**config.mk**
```make
export PLATFORM = sky130hd
export DESIGN_NAME = bus_grant_arbiter
export DESIGN_NICKNAME = d
export VERILOG_FILES = /design/src/rtl/bus_grant_arbiter.sv
export SDC_FILE = /design/constraint.sdc
export NUM_CORES = 1
export LEC_CHECK = 0
export CORE_MARGIN = 1
export CORE_UTILIZATION = 45
export CTS_CLUSTER_SIZE = 40
export DETAILED_ROUTE_END_ITERATION = 7
export PLACE_DENSITY = 0.69
export SETUP_SLACK_MARGIN = 0.5
export SYNTH_ARGS = -nofsm -noshare
export SYNTH_HDL_FRONTEND = slang
export SYNTH_SLANG_ARGS = --single-unit
```
**constraint.sdc**
```tcl
create_clock -name clk -period 3.1 [get_ports clk]
set_clock_uncertainty 0.05 [all_clocks]
set_input_delay 0.31 -clock clk [delete_from_list [all_inputs] [get_ports clk]]
set_output_delay 0.31 -clock clk [all_outputs]
set_load 0.01 [all_outputs]
```
**src/rtl/bus_grant_arbiter.sv**
```systemverilog
// bus_grant_arbiter: round-robin one-hot bus grant with lock and bounded-hold preemption.
module bus_grant_arbiter #(
  parameter int N        = 8,
  parameter int IDW      = 3,
  parameter int MAX_HOLD = 4
) (
  input  logic           clk,
  input  logic           rst_n,
  input  logic [N-1:0]   req_i,
  input  logic           lock_i,
  output logic [N-1:0]   gnt_o,
  output logic [IDW-1:0] gnt_id_o,
  output logic           gnt_vld_o,
  output logic           preempt_o
);
  typedef enum logic {IDLE, OWNED} state_e;
  state_e         state_q;
  logic [N-1:0]   gnt_q;
  logic [IDW-1:0] gnt_id_q;
  logic [IDW-1:0] ptr_q;
  logic [3:0]     hold_q;
  logic           preempt_q;
  logic [N-1:0]   cand;
  logic [2*N-1:0] dbl;
  logic [IDW:0]   sum;
  logic [IDW-1:0] win;
  logic           any;
  logic           owned;
  logic           owner_req;
  logic           hold_sat;
  logic           take;
  logic           to_idle;
  logic           preempt_d;
  // The owner is masked out, so a release or preemption never regrants it.
  always_comb begin
    owned = state_q == OWNED;
    cand  = owned ? req_i & ~gnt_q : req_i;
    dbl   = {cand, cand} >> ptr_q;
    sum   = '0;
    any   = 1'b0;
    for (int j = N - 1; j >= 0; j--) begin
      if (dbl[j]) begin
        sum = {1'b0, ptr_q} + (IDW+1)'(j);
        any = 1'b1;
      end
    end
    win       = (sum >= (IDW+1)'(N)) ? IDW'(sum - (IDW+1)'(N)) : IDW'(sum);
    owner_req = |(req_i & gnt_q);
    hold_sat  = hold_q == 4'(MAX_HOLD);
    preempt_d = owned && owner_req && !lock_i && hold_sat && any;
    take      = owned ? ((!owner_req && any) || preempt_d) : any;
    to_idle   = owned && !owner_req && !any;
  end
  always_ff @(posedge clk or negedge rst_n) begin
    if (!rst_n) begin
      state_q   <= IDLE;
      gnt_q     <= '0;
      gnt_id_q  <= '0;
      ptr_q     <= '0;
      hold_q    <= '0;
      preempt_q <= 1'b0;
    end else begin
      preempt_q <= preempt_d;
      if (take) begin
        state_q  <= OWNED;
        gnt_q    <= N'(1) << win;
        gnt_id_q <= win;
        ptr_q    <= (win == IDW'(N - 1)) ? '0 : win + 1'b1;
        hold_q   <= 4'd1;
      end else if (to_idle) begin
        state_q  <= IDLE;
        gnt_q    <= '0;
        gnt_id_q <= '0;
        hold_q   <= '0;
      end else if (owned) begin
        hold_q <= hold_sat ? hold_q : hold_q + 4'd1;
      end
    end
  end
  assign gnt_o     = gnt_q;
  assign gnt_id_o  = gnt_id_q;
  assign gnt_vld_o = state_q == OWNED;
  assign preempt_o = preempt_q;
endmodule

```
==> flow_metrics.env <==
export IMPL_synth_top_area_cell="dfrtp_1"
export IMPL_rr_worst_depth=13
export IMPL_switching_share=0.472
export IMPL_viasPerCell=6.62
export IMPL_ir_drop_v=0.00120
export IMPL_regToRegStartpoint="ptr_q[0]"
export IMPL_fin_area_sq_mm=0.00306
export IMPL_placed_area_sq_mm=0.00264
export IMPL_final_common_cell="buf_4"
export IMPL_netlist_cell_type_count=64
export IMPL_fin_tns_setup_ns=0
export IMPL_p_comb_frac=0.846
export IMPL_ant_nets=0
export IMPL_die_x_um=71.8
export IMPL_relSlewSlack=0.414
export IMPL_wl_um=6810
export IMPL_slew_viol_final=0
export IMPL_core_sq_mm=0.00469
export IMPL_antenna_diode_count=0
export IMPL_ys_seq_elements=20
export IMPL_fp_dieH_um=71.8
export IMPL_layout_drive_gt1_share=0.366
export IMPL_netSwitchingPower_uw=1960
export IMPL_crit_type="flop to flop"
export IMPL_cts_tree="built"
export IMPL_path_buf_inv=3
export IMPL_num_rows=25
export IMPL_grt_max_degree=23
export IMPL_synth_edf_count=0
export IMPL_cp_arrival_ns=3.15
export IMPL_post_route_period_util=0.987
export IMPL_cp_required_ns=3.20
export IMPL_p_seq_frac=0.114
export IMPL_rsz0062_at_grt="yes"
export IMPL_synthCells=241
export IMPL_root_buffer="clkbuf_8"
export IMPL_crit_chain="buf_12 -> buf_16 -> mux2i_2 -> o21a_1 -> mux4_2 -> a21oi_2 -> a221oi_2 -> o21ai_1 -> a32o_2 -> inv_2 -> ha_4 -> ha_2 -> a22o_1"
export IMPL_grt_usage=0.261
export IMPL_r2r_end="gnt_o[3]"
export IMPL_nets=313
export IMPL_synthFlopType="dfrtp_1"
export IMPL_hpwl_um=4500
export IMPL_cts_made_buffers=3
export IMPL_io_buffers=23
export IMPL_avgSynthCellArea_sq_um=9.09
export IMPL_grt_pass1_vias=2097
export IMPL_synth_area_leaders="dfrtp_1, ha_1, mux4_2"
export IMPL_max_slew_worst_pin_slew_ns=0.876
export IMPL_vias=2278
export IMPL_grt_pass1_wl_um=10500
export IMPL_critPathCapture="gnt_o[3]"
export IMPL_cts_sinks=20
export IMPL_antenna_found_initial=0
export IMPL_status="finished clean"
export IMPL_critPathMaxFanout=10
export IMPL_hold_path_class="flop to flop"
export IMPL_h_tree_depth=1
export IMPL_area_growth_syn_to_layout_pct=39.5
export IMPL_clock_latency_ns=0.26
export IMPL_power_internal_uw=2190
export IMPL_slowest_delay_ns=0.50
export IMPL_r2r_setup_slack_ns=0.04
export IMPL_p_clk_frac=0.041
export IMPL_syn_nets=262
export IMPL_yosys_warnings=0
export IMPL_cp_num_cells=13
export IMPL_start_util=0.467
export IMPL_cp_startpoint="ptr_q[0]"
export IMPL_overflow=0
export IMPL_crit_path_start_kind="flop"
export IMPL_hold_viol=0
export IMPL_synth_seq_area_share=0.228
export IMPL_power_density_mw_per_mm2=1360
export IMPL_drt_iter0_markers=339
export IMPL_timing_fmax_ghz=0.327
export IMPL_netlist_area_sq_mm=0.00219
export IMPL_wl_per_cell_um=19.8
export IMPL_clk_pin_slew_worst_paths_ns=0.07
export IMPL_end_kind="flop"
export IMPL_async_reset_ff_frac=1.00
export IMPL_mostFrequentLayoutCells="buf_4, nand2_1, clkdlybuf4s50_1"
export IMPL_maxCapViolCount=0
export IMPL_fillCellCount=382
export IMPL_yosysTopAreaCellShare=0.228
export IMPL_routabilityCongestion=0.960
export IMPL_crit_family="compound AO/OA/AOI/OAI gates"
export IMPL_setup_viol=0
export IMPL_drtPass1Iterations=5
export IMPL_p_leak_uw=0.00125
export IMPL_cpMaxStageDelayCell="mux4_2"
export IMPL_clockBufferDepth=2
export IMPL_post_route_drc_count=0
export IMPL_io_pins=24
export IMPL_period_needed_ns=3.06
export IMPL_dieArea_sq_mm=0.00515
[layer usage]
metal	GRT usage	up-vias	wire, um
li1	-	1039	-
met5	0	-	0
met4	0.0915	0	140
met1	0.372	1105	2970
met3	0.0141	20	327
met2	0.422	114	3370
[sequential cells by signal, summed over array words and instances, names as in the netlist]
register / cells
gnt_o: 8
hold_q: 4
gnt_id_o: 3
ptr_q: 3
gnt_vld_o: 1
preempt_o: 1
[how the worst min path moves through the flow]
stage / from / endpoint / slack (ns) / cells after the start
5_1_grt: gnt_id_o[2] / gnt_id_o[2] / 0.48 / 1
2_1_floorplan: rst_n / gnt_id_o[0] / -0.04 / 0
3_5_place_dp: gnt_id_o[2] / gnt_id_o[2] / 0.44 / 1
6_report: gnt_id_o[2] / gnt_id_o[2] / 0.45 / 1
3_3_place_gp: gnt_id_o[2] / gnt_id_o[2] / 0.44 / 1
4_1_cts: gnt_id_o[2] / gnt_id_o[2] / 0.46 / 1
[stage by stage]
stage,hold WS [ns],cells,total power [uW],util,worst slack [ns]
after floorplan,-0.0356,241,2560,-,0.279
after global placement,0.438,324,3230,0.562,-0.0754
after detailed placement,0.435,324,3270,0.562,-0.0707
after CTS,0.460,339,3780,0.613,0.104
after global routing,0.480,344,4420,0.651,-0.0561
final,0.452,344,4150,0.651,0.0405
[cell usage after synthesis (all sizes together), types with 4 or more instances]
library cell  count
a22o              4
mux2             12
a211oi            8
inv              12
a22oi             4
ha               10
nor2             10
nand3             7
dfrtp            20
o211ai            4
clkbuf            4
nand2            26
buf               9
o21ai            17
and2              4
mux2i            12
a21oi            17
a32o              4
mux4              5
nor3              5
[worst reg2reg max path, stage by stage, from the launching register on]
cell and delay (ns):
dfrtp_2 0.47, buf_12 0.15, buf_16 0.14, mux2i_2 0.16
o21a_1 0.21, mux4_2 0.50, a21oi_2 0.19, a221oi_2 0.09
o21ai_1 0.15, a32o_2 0.21, inv_2 0.07, ha_4 0.17
ha_2 0.17, a22o_1 0.20
[cell families after synthesis]
family	count (synthesis)	synth area share
compound gates	86	0.304
fa+ha+maj	10	0.0571
buf+inv	26	0.0674
flops	20	0.228
mux	29	0.180
simple gates	70	0.163
[what timing repair did]
action,in CTS,in global routing
endpoints found under the hold margin,0,0
resized for setup,17,28
pin swaps,4,10
setup buffers,11,4
gates cloned,1,1
hold buffers,0,0
setup endpoints to repair,17,20
[final cells by class]
type,count,area (sq um),share of cell area
clock buffer,3,41.3,0.0135
multi-input combinational,195,1790,0.585
inverter,13,48.8,0.0160
sequential,20,502,0.164
tap,54,67.6,0.0221
timing repair buffer,59,611,0.200
[power by group through the flow]
| stage | logic, uW | registers, uW | clock network (uW) |
|---|---|---|---|
| after global placement | 2770 | 456 | 0 |
| after detailed placement | 2810 | 459 | 0 |
| final | 3510 | 472 | 168 |
| after CTS | 3150 | 461 | 168 |
| after floorplan | 2110 | 448 | 0 |
| after global routing | 3760 | 483 | 179 |
Power figures use the tool's default switching activity.
==> variant (same settings) <==
Reset style: synchronous (`rst_n`), changed in one clocked block.
--- a/src/rtl/bus_grant_arbiter.sv
+++ b/src/rtl/bus_grant_arbiter.sv
@@ -53,3 +53,3 @@
   end
-  always_ff @(posedge clk or negedge rst_n) begin
+  always_ff @(posedge clk) begin
     if (!rst_n) begin
Formal check against the unedited RTL: differs if rst_n is asserted again (counterexample within 4 cycles, from zero or initial values and one cycle with rst_n low); with rst_n held inactive, the same outputs for 10 cycles.
==> variant against the original RTL <==
Power is 19% lower. Setup slack better by 190 ps. Area after synthesis is 11% lower. Clock power is 21% higher. First-iteration DRC count is 53% lower. Sequential cell count stayed put. Worst hold slack worse by 39 ps. Design area is 0.16% lower. Critical path depth stayed put. Wire length is 3.4% lower. Critical path type unchanged. Critical endpoint is now ptr_q[2]. Largest cell class unchanged.
==> variant: results (changes against the original RTL) <==
- Result of the run: completed (unchanged)
- Mapped Nets: 245 (was 262)
- All-Layer GR Usage: 0.2922 (was 0.2608)
- Top cells by area, synth: dfxtp_1 21%, mux4_2 10%, mux2i_1 8.7% (was dfrtp_1 23%, ha_1 5.7%, mux4_2 5.1%)
- Critical Path Start: gnt_vld_o (was ptr_q[0])
- # fillers: 278 (was 382)
- Crit path arrival time: 2990 ps (was 3150 ps)
- Vias in the first global route: 2001 (was 2097)
- P_leak: 1.208 nW (was 1.253 nW)
- Global-route wire length before repair: 9880 um (was 10470 um)
- Met1 Resource Use GR: 0.3493 (was 0.3723)
- Psw: 1.527 mW (was 1.959 mW)
- Pre-CTS WS: -385.3 ps (was -70.71 ps)
- HPWL Detailed: 4363 um (was 4499 um)
- Hold Crit Start: gnt_id_o[2] (unchanged)
- Post-DP Area: 2479 um^2 (was 2636 um^2)
- Met3 Use GR: 0.03833 (was 0.01406)
- CP max FO: 7 (was 10)
- Comb pwr share: 0.808 (was 0.846)
- Wire per inst: 19.28 um (was 19.78 um)
- Max VDD drop: 683.9 uV (was 1197 uV)
- Share of cells above drive strength 1: 0.4364 (was 0.3655)
- Unique cell type count in the Yosys netlist: 55 (was 64)
- DRT iter0 DRCs: 158 (was 339)
- Ys flop type: dfxtp_1 (was dfrtp_1)
- Routability cong.: 0.9396 (was 0.9597)
- Asr flop ratio synth: 0 (was 1.000)
- Vias: 2110 (was 2278)
- Post-Syn Instances: 224 (was 241)
- Worst rel slew slack: 0.7006 (was 0.4141)
- Placed Instances: 317 (was 324)
- Clock buffer depth: 2 (unchanged)
- Post-synthesis sequential area ratio: 0.2053 (was 0.2284)
- First-pass DRT Iterations: 4 (was 5)
-- variant: final timing paths --
check,to,slack (ps),cells past startpoint
max,ptr_q[2],230,13
min,gnt_id_o[2],410,2
max reg2reg,ptr_q[2],230,13
min reg2reg,gnt_id_o[2],410,2
-- variant: timing repair --
action | in CTS | in global routing
pin swaps | 9 | 11
setup buffers | 9 | 9
gates resized for setup | 43 | 48
endpoints found under the setup margin | 19 | 19
gates cloned | 1 | 1
hold buffers | 0 | 0
-- variant: cell families (layout without fill, tap and decap cells) --
logic type	count (synthesis)	in the layout	share of synthesized area
AO/OA/AOI/OAI	77	78	0.2970
buffers and inverters	23	89	0.05388
flip-flops	20	20	0.2053
multiplexers	28	28	0.2085
XOR/XNOR	3	3	0.01347
adder cells (fa/ha/maj)	10	10	0.06414
AND/OR/NAND/NOR	63	63	0.1578
-- variant: per-layer routing --
| layer | part of all wire | wire length (um) |
|---|---|---|
| met3 | 0.047 | 308 |
| met5 | 0 | 0 |
| met1 | 0.43 | 2823 |
| met4 | 0.037 | 240 |
| met2 | 0.49 | 3200 |
-- variant: worst max-delay path, cell delays in order, from the launching register on --
cell and delay, ps:
dfxtp_4 380, buf_8 140, a21bo_2 210, mux4_2 520, mux2i_4 220, buf_6 130
buf_6 90, o41ai_4 70, a22oi_1 210, o22ai_2 160, ha_4 210, ha_4 200
mux2i_1 130, nor2b_1 60
-- variant: layout make-up --
| type | instances | area [um^2] | area share |
|---|---|---|---|
| clock buffer | 4 | 55.05 | 0.01804 |
| tap | 50 | 62.56 | 0.02050 |
| timing repair buffer | 74 | 688.2 | 0.2255 |
| sequential | 20 | 407.9 | 0.1337 |
| multi-input combinational | 182 | 1789 | 0.5863 |
| inverter | 11 | 48.80 | 0.01599 |
